--- src/rtl/csr_ctrl_if.sv ---
// csr_ctrl_if: writeback-stage instruction bundle between the pipeline and csr_ctrl.
//   master (pipeline): drives ws_valid, ws_pc, ws_csr_num, ws_rd_value, ws_rj_value, ws_dest,
//                      ws_op_*, ws_exc, ws_ecode, ws_esubcode; receives ws_ready
//   slave (csr_ctrl):  the reverse
interface csr_ctrl_if;
    logic        ws_valid;
    logic        ws_ready;
    logic [31:0] ws_pc;
    logic [13:0] ws_csr_num;
    logic [31:0] ws_rd_value;
    logic [31:0] ws_rj_value;
    logic [4:0]  ws_dest;
    logic        ws_op_csrrd;
    logic        ws_op_csrwr;
    logic        ws_op_csrxchg;
    logic        ws_op_ertn;
    logic        ws_op_syscall;
    logic        ws_exc;
    logic [5:0]  ws_ecode;
    logic [8:0]  ws_esubcode;
    modport master (
        output ws_valid, ws_pc, ws_csr_num, ws_rd_value, ws_rj_value, ws_dest,
               ws_op_csrrd, ws_op_csrwr, ws_op_csrxchg, ws_op_ertn, ws_op_syscall,
               ws_exc, ws_ecode, ws_esubcode,
        input  ws_ready
    );
    modport slave (
        input  ws_valid, ws_pc, ws_csr_num, ws_rd_value, ws_rj_value, ws_dest,
               ws_op_csrrd, ws_op_csrwr, ws_op_csrxchg, ws_op_ertn, ws_op_syscall,
               ws_exc, ws_ecode, ws_esubcode,
        output ws_ready
    );
endinterface

--- src/rtl/csr_ctrl.sv ---
// csr_ctrl: writeback-stage CSR initiator; turns csrrd/csrwr/csrxchg, exceptions and ertn
// into CSR-file strobes, returns old CSR values to the GPR file, redirects fetch and flushes.
//   clk, reset            clock, synchronous active-high reset
//   ws (slave)            writeback instruction bundle with ws_valid/ws_ready handshake
//   csr_*  out            read/write address, data, write enables, exception/return strobes
//   csr_rdata/era/eentry  values from the CSR file (rdata combinational)
//   rf_*                  registered GPR write-back of the old CSR value
//   flush, redirect_*     pipeline kill and fetch redirect
//   Optional macro CSR_CTRL_INT_EN adds int_pending/csr_crmd_ie interrupt inputs.
module csr_ctrl #(
    parameter int          FLUSH_CYCLES = 2,
    parameter logic [5:0]  ECODE_SYS    = 6'h0B
) (
    input  logic        clk,
    input  logic        reset,
`ifdef CSR_CTRL_INT_EN
    input  logic        int_pending,
    input  logic        csr_crmd_ie,
`endif
    csr_ctrl_if.slave   ws,
    output logic [13:0] csr_raddr,
    output logic [31:0] csr_rj_value,
    output logic [1:0]  csr_we,
    output logic [13:0] csr_waddr,
    output logic [31:0] csr_wdata,
    output logic [31:0] csr_pc,
    output logic        csr_is_exc,
    output logic        csr_is_ret,
    output logic [5:0]  csr_ecode,
    output logic [8:0]  csr_esubcode,
    input  logic [31:0] csr_rdata,
    input  logic [31:0] csr_era,
    input  logic [31:0] csr_eentry,
    output logic        rf_we,
    output logic [4:0]  rf_waddr,
    output logic [31:0] rf_wdata,
    output logic        flush,
    output logic        redirect_valid,
    output logic [31:0] redirect_pc
);
    localparam int CW = FLUSH_CYCLES > 0 ? $clog2(FLUSH_CYCLES + 1) : 1;
    typedef enum logic [1:0] {IDLE, EXC, DRAIN} state_t;
    state_t        state;
    logic [CW-1:0] cnt;
    logic          acc, take_int, is_exc, is_ret, is_csr, in_exc, in_drain;
    state_t        after_redirect;
`ifdef CSR_CTRL_INT_EN
    assign take_int = int_pending && csr_crmd_ie;
`else
    assign take_int = 1'b0;
`endif
    assign ws.ws_ready = state == IDLE;
    // every strobe is gated by reset so nothing leaks out while the state is being cleared
    assign acc      = !reset && ws.ws_valid && ws.ws_ready;
    assign is_exc   = acc && (ws.ws_exc || ws.ws_op_syscall || take_int);
    assign is_ret   = acc && !is_exc && ws.ws_op_ertn;
    assign is_csr   = acc && !is_exc && !is_ret && (ws.ws_op_csrrd || ws.ws_op_csrwr || ws.ws_op_csrxchg);
    assign in_exc   = !reset && state == EXC;
    assign in_drain = !reset && state == DRAIN;
    assign after_redirect = FLUSH_CYCLES == 0 ? IDLE : DRAIN;
    assign csr_raddr    = ws.ws_csr_num;
    assign csr_waddr    = ws.ws_csr_num;
    assign csr_wdata    = ws.ws_rd_value;
    assign csr_rj_value = ws.ws_rj_value;
    assign csr_pc       = ws.ws_pc;
    assign csr_we       = !is_csr ? 2'b00 : ws.ws_op_csrwr ? 2'b01 : ws.ws_op_csrxchg ? 2'b10 : 2'b00;
    assign csr_is_exc   = is_exc;
    assign csr_is_ret   = is_ret;
    // interrupts outrank upstream exceptions, which outrank syscall
    assign csr_ecode    = !is_exc ? 6'd0 : take_int ? 6'd0 : ws.ws_exc ? ws.ws_ecode : ECODE_SYS;
    assign csr_esubcode = !is_exc || take_int || !ws.ws_exc ? 9'd0 : ws.ws_esubcode;
    assign redirect_valid = in_exc || is_ret;
    assign redirect_pc    = in_exc ? csr_eentry : csr_era;
    assign flush          = in_exc || in_drain || is_ret;
    always_ff @(posedge clk) begin
        if (reset) begin
            state    <= IDLE;
            cnt      <= '0;
            rf_we    <= 1'b0;
            rf_waddr <= '0;
            rf_wdata <= '0;
        end else begin
            rf_we <= is_csr && ws.ws_dest != 5'd0;
            if (is_csr) begin
                rf_waddr <= ws.ws_dest;
                rf_wdata <= csr_rdata;
            end
            case (state)
                IDLE: begin
                    if (is_exc) state <= EXC;
                    else if (is_ret) begin
                        cnt   <= CW'(FLUSH_CYCLES);
                        state <= after_redirect;
                    end
                end
                EXC: begin
                    cnt   <= CW'(FLUSH_CYCLES);
                    state <= after_redirect;
                end
                DRAIN: begin
                    cnt <= cnt - 1'b1;
                    if (cnt == CW'(1)) state <= IDLE;
                end
                default: state <= IDLE;
            endcase
        end
    end
endmodule

--- src/flat_wrapper.sv ---
// flat-port wrapper written by rule: the top's interface ports become plain ports
module csr_ctrl_flat 
#(
    parameter int          FLUSH_CYCLES = 2,
    parameter logic [5:0]  ECODE_SYS    = 6'h0B
)
  (clk, reset, csr_raddr, csr_rj_value, csr_we, csr_waddr, csr_wdata, csr_pc, csr_is_exc, csr_is_ret, csr_ecode, csr_esubcode, csr_rdata, csr_era, csr_eentry, rf_we, rf_waddr, rf_wdata, flush, redirect_valid, redirect_pc, ws_ws_valid, ws_ws_pc, ws_ws_csr_num, ws_ws_rd_value, ws_ws_rj_value, ws_ws_dest, ws_ws_op_csrrd, ws_ws_op_csrwr, ws_ws_op_csrxchg, ws_ws_op_ertn, ws_ws_op_syscall, ws_ws_exc, ws_ws_ecode, ws_ws_esubcode, ws_ws_ready);
  csr_ctrl_if ws_i ();
  input  logic clk;
  input  logic reset;
  output logic [13:0] csr_raddr;
  output logic [31:0] csr_rj_value;
  output logic [1:0] csr_we;
  output logic [13:0] csr_waddr;
  output logic [31:0] csr_wdata;
  output logic [31:0] csr_pc;
  output logic csr_is_exc;
  output logic csr_is_ret;
  output logic [5:0] csr_ecode;
  output logic [8:0] csr_esubcode;
  input  logic [31:0] csr_rdata;
  input  logic [31:0] csr_era;
  input  logic [31:0] csr_eentry;
  output logic rf_we;
  output logic [4:0] rf_waddr;
  output logic [31:0] rf_wdata;
  output logic flush;
  output logic redirect_valid;
  output logic [31:0] redirect_pc;
  input wire logic [$bits(ws_i.ws_valid)-1:0] ws_ws_valid;
  input wire logic [$bits(ws_i.ws_pc)-1:0] ws_ws_pc;
  input wire logic [$bits(ws_i.ws_csr_num)-1:0] ws_ws_csr_num;
  input wire logic [$bits(ws_i.ws_rd_value)-1:0] ws_ws_rd_value;
  input wire logic [$bits(ws_i.ws_rj_value)-1:0] ws_ws_rj_value;
  input wire logic [$bits(ws_i.ws_dest)-1:0] ws_ws_dest;
  input wire logic [$bits(ws_i.ws_op_csrrd)-1:0] ws_ws_op_csrrd;
  input wire logic [$bits(ws_i.ws_op_csrwr)-1:0] ws_ws_op_csrwr;
  input wire logic [$bits(ws_i.ws_op_csrxchg)-1:0] ws_ws_op_csrxchg;
  input wire logic [$bits(ws_i.ws_op_ertn)-1:0] ws_ws_op_ertn;
  input wire logic [$bits(ws_i.ws_op_syscall)-1:0] ws_ws_op_syscall;
  input wire logic [$bits(ws_i.ws_exc)-1:0] ws_ws_exc;
  input wire logic [$bits(ws_i.ws_ecode)-1:0] ws_ws_ecode;
  input wire logic [$bits(ws_i.ws_esubcode)-1:0] ws_ws_esubcode;
  output wire logic [$bits(ws_i.ws_ready)-1:0] ws_ws_ready;
  assign ws_i.ws_valid = ws_ws_valid;
  assign ws_i.ws_pc = ws_ws_pc;
  assign ws_i.ws_csr_num = ws_ws_csr_num;
  assign ws_i.ws_rd_value = ws_ws_rd_value;
  assign ws_i.ws_rj_value = ws_ws_rj_value;
  assign ws_i.ws_dest = ws_ws_dest;
  assign ws_i.ws_op_csrrd = ws_ws_op_csrrd;
  assign ws_i.ws_op_csrwr = ws_ws_op_csrwr;
  assign ws_i.ws_op_csrxchg = ws_ws_op_csrxchg;
  assign ws_i.ws_op_ertn = ws_ws_op_ertn;
  assign ws_i.ws_op_syscall = ws_ws_op_syscall;
  assign ws_i.ws_exc = ws_ws_exc;
  assign ws_i.ws_ecode = ws_ws_ecode;
  assign ws_i.ws_esubcode = ws_ws_esubcode;
  assign ws_ws_ready = ws_i.ws_ready;
  csr_ctrl #(.FLUSH_CYCLES(FLUSH_CYCLES), .ECODE_SYS(ECODE_SYS)) u_core (.clk(clk), .reset(reset), .ws(ws_i), .csr_raddr(csr_raddr), .csr_rj_value(csr_rj_value), .csr_we(csr_we), .csr_waddr(csr_waddr), .csr_wdata(csr_wdata), .csr_pc(csr_pc), .csr_is_exc(csr_is_exc), .csr_is_ret(csr_is_ret), .csr_ecode(csr_ecode), .csr_esubcode(csr_esubcode), .csr_rdata(csr_rdata), .csr_era(csr_era), .csr_eentry(csr_eentry), .rf_we(rf_we), .rf_waddr(rf_waddr), .rf_wdata(rf_wdata), .flush(flush), .redirect_valid(redirect_valid), .redirect_pc(redirect_pc));
endmodule
--- config.mk ---
export PLATFORM = sky130hd
export DESIGN_NAME = csr_ctrl_flat
export DESIGN_NICKNAME = d
export VERILOG_FILES = /design/src/rtl/csr_ctrl_if.sv /design/src/rtl/csr_ctrl.sv /design/src/flat_wrapper.sv
export SDC_FILE = /design/constraint.sdc
export NUM_CORES = 1
export LEC_CHECK = 0
export CAP_MARGIN = 30
export CORE_AREA = 2 2 176 178
export CTS_BUF_LIST = sky130_fd_sc_hd__clkbuf_4 sky130_fd_sc_hd__clkbuf_8 sky130_fd_sc_hd__clkbuf_16
export DETAILED_ROUTE_END_ITERATION = 10
export DIE_AREA = 0 0 178 180
export GPL_TIMING_DRIVEN = 0
export PLACE_DENSITY_LB_ADDON = 0.2
export SYNTH_ARGS = -nofsm -noshare
export SYNTH_HDL_FRONTEND = slang
export SYNTH_SLANG_ARGS = --single-unit
--- constraint.sdc ---
create_clock -name clk -period 4 [get_ports clk]
set_input_delay 0.4 -clock clk [delete_from_list [all_inputs] [get_ports clk]]
set_output_delay 0.4 -clock clk [all_outputs]
set_load 0.05 [all_outputs]
==> run_results.csv <==
group,metric,value,unit
drt,detail-route-antenna-nets,0,
pwr,peakVddDrop,0.141,mV
place,post_dp_cell_area,7210,um^2
final_layout,area_growth,122,%
status,status,"finished clean",
yosys,synth_top_family_by_area,"buffers and inverters",
global_route,overflow,0,
clock_tree,cts-resized-gates,0,
pwr,p_leak,0.00292,uW
yosys,synth_area,3320,um^2
global_route,antenna_found_initial,0,
yosys,synth-seq-cells,42,
global_route,grt_pass1_vias,4176,
drt,via_per_inst,3.51,
floorplan,die_area,32000,um^2
worst_setup_path,crit_required,3.60,ns
sta,max_slew_margin,46.2,%
worst_setup_path,critPathSlowestCell,"clkdlybuf4s50_1",
sta,hold_viol,0,
yosys,async_flop_share,0,%
clock_tree,numCtsBuffers,5,
floorplan,initial_core_util,11.0,%
yosys,synth-seq-area-share,25.3,%
place,port_buffers,339,
yosys,synth-compound-area-share,18.1,%
clock_tree,cts_setup_buffers,0,
flow_run,drv_cap,0,
clock_tree,cts_htree_levels,2,
yosys,synthAdderAreaFrac,0.377,%
final_layout,fillerInstances,3329,
final_layout,final_area,7360,um^2
clock_tree,clock_tree.buffer_depth,2,
sta,slew_viol_final,0,
clock_tree,clk_pin_slew,0.06,ns
final_layout,multiInputGateArea,1260,um^2
final_layout,drive_above_1_share,24.4,%
yosys,syn_nets,632,
sta,tightest_slew,0.803,ns
worst_setup_path,end_kind,"output port",
global_route,grt_usage,11.0,%
final_layout,diodes,0,
worst_setup_path,crit_path_max_incr_delay,0.88,ns
drt,first_pass_iters,4,
floorplan,row_count,64,
worst_setup_path,worstPathBufferInverterCount,4,
sta,fin_setup_tns,0,ns
pwr,powerDensity,246,nW/um^2
final_layout,fin_util,24.4,%
global_route,grt_max_degree,13,
drt,wl_per_cell,16.5,um
worst_setup_path,critPathKind,"in -> out",
clock_tree,clock-sinks,42,
global_route,grt_pass1_wl,26.4,mm
worst_setup_path,startpoint_type,"input port",
yosys,synthMuxAreaShare,10.8,%
place,place_hpwl,16.0,mm
floorplan,io_pins,451,
floorplan,die_h,180,um
worst_setup_path,crit_arrival,3.24,ns
drt,wl,18.8,mm
yosys,synth-edff-count,0,
drt,via_count,3999,
yosys,synth_flop_cell,"dfxtp_1",
yosys,yosys.area_share.xor_xnor,0,%
final_layout,final-seq-area,841,um^2
yosys,syn_inst,396,
worst_hold_path,min_path_type,"in -> reg",
sta,finClkSkew,0.00755,ns
floorplan,core_area,30200,um^2
sta,period_share,90.9,%
yosys,synth_warnings,0,
worst_setup_path,critPathTopFamily,"buffers and inverters",
final_layout,final_common_cell,"clkdlybuf4s50_1",
clock_tree,root_buffer,"clkbuf_16",
sta,max_freq,275,MHz
place,gp_congestion,0.764,
clock_tree,hold_buffers,0,
worst_setup_path,cp_cell_sequence,"clkdlybuf4s50_1 -> or3_1 -> clkbuf_1 -> clkbuf_1 -> nor4_1 -> clkdlybuf4s50_1",
worst_setup_path,path_max_fanout,10,
clock_tree,cts_tree,"yes",
sta,finalWorstPathRequiredPeriod,3.64,ns
clock_tree,clock_latency,0.29,ns
sta,setup_viol_count_final,0,
yosys,avgSynthCellArea,8.39,um^2
final_layout,layout.nets,978,
sta,rsz0062_at_grt,"false",
yosys,synth-simple-area-share,8.66,%
floorplan,die_x,178,um
drt,drc,0,
drt,drt_iter0_markers,133,
final_layout,mostFrequentLayoutCells,"clkdlybuf4s50_1, buf_4, dfxtp_1, inv_1, mux2_2",
yosys,ys_types,34,
==> area by class of cell <==
class                           instances  share of cell area, %
Inverter                               34                   1.73
Tap cell                              396                   6.73
Clock inverter                          1                 0.0680
Sequential cell                        42                   11.4
Timing Repair Buffer                  339                   46.1
Buffer                                154                   14.8
Clock buffer                            7                   1.99
Multi-Input combinational cell        166                   17.1
==> metal layers <==
layer / up-vias / share of wire, % / GRT usage [%]
met5: - / 0 / 0
met4: 0 / 0.54 / 1.57
met3: 6 / 10 / 4.31
met2: 215 / 54 / 21.0
met1: 1834 / 36 / 11.3
li1: 1944 / - / -
==> flip-flops by register name, summed over array words and instances (netlist names) <==
signal	flops
u_core.rf_we	1
u_core.rf_waddr	5
u_core.rf_wdata	32
u_core.state	2
u_core.cnt	2
==> synth_stat cells (3+ instances only) <==
| cell | instances | area (um^2) |
|---|---|---|
| buf_2 | 5 | 25.0 |
| buf_4 | 125 | 938 |
| a21oi_1 | 12 | 60.1 |
| nand2_1 | 5 | 18.8 |
| mux2_2 | 32 | 360 |
| and3_1 | 13 | 81.3 |
| dfxtp_1 | 42 | 841 |
| o311ai_1 | 27 | 236 |
| inv_1 | 34 | 128 |
| o311ai_0 | 3 | 26.3 |
| o21ai_1 | 27 | 135 |
| nand4_1 | 7 | 43.8 |
| clkbuf_1 | 19 | 71.3 |
| o31ai_1 | 7 | 52.6 |
| buf_6 | 5 | 56.3 |
| nor2_1 | 6 | 22.5 |
| o21ai_0 | 3 | 15.0 |
==> report_power, final <==
part / internal [uW] / switching, uW / total, uW
logic: 399 / 540 / 940
clock network: 255 / 183 / 438
registers: 429 / 6.57 / 435
==> logic make-up after synthesis <==
group | count (synthesis)
buf+inv | 188
simple gates | 45
mux | 32
fa+ha+maj | 1
compound gates | 88
flops | 42
==> per-stage QoR <==
| step | instances | hold WS (ns) | worst slack (ns) | total power [uW] |
|---|---|---|---|---|
| after floorplan | 396 | 0.474 | 0.815 | 1020 |
| after global placement | 1131 | 0.455 | 0.252 | 1400 |
| after detailed placement | 1131 | 0.463 | 0.299 | 1390 |
| after CTS | 1139 | 0.414 | 0.301 | 1850 |
| after global routing | 1139 | 0.437 | 0.203 | 1890 |
| final | 1139 | 0.423 | 0.363 | 1810 |
==> worst register-to-register path, stage by stage, from the launching register on <==
cell      delay, ns
dfxtp_1        0.33
buf_2          0.18
nor4b_4        0.48
nand3_1        0.33
clkbuf_1       0.35
o21ai_0        0.21
==> path summary, 6_finish.rpt <==
path / from / depth (start not counted) / slack [ns] / endpoint
worst min-delay path: reset / 3 / 0.42 / u_core.cnt[1]$_SDFFE_PP0P_
worst max-delay path: ws_ws_op_ertn / 6 / 0.36 / csr_we[1]
worst min register to register: u_core.rf_wdata[5]$_SDFFE_PP0P_ / 2 / 0.47 / u_core.rf_wdata[5]$_SDFFE_PP0P_
worst max register to register: u_core.state[0]$_SDFFE_PP0P_ / 5 / 2.05 / u_core.rf_wdata[26]$_SDFFE_PP0P_
Power figures use the tool's default switching activity.
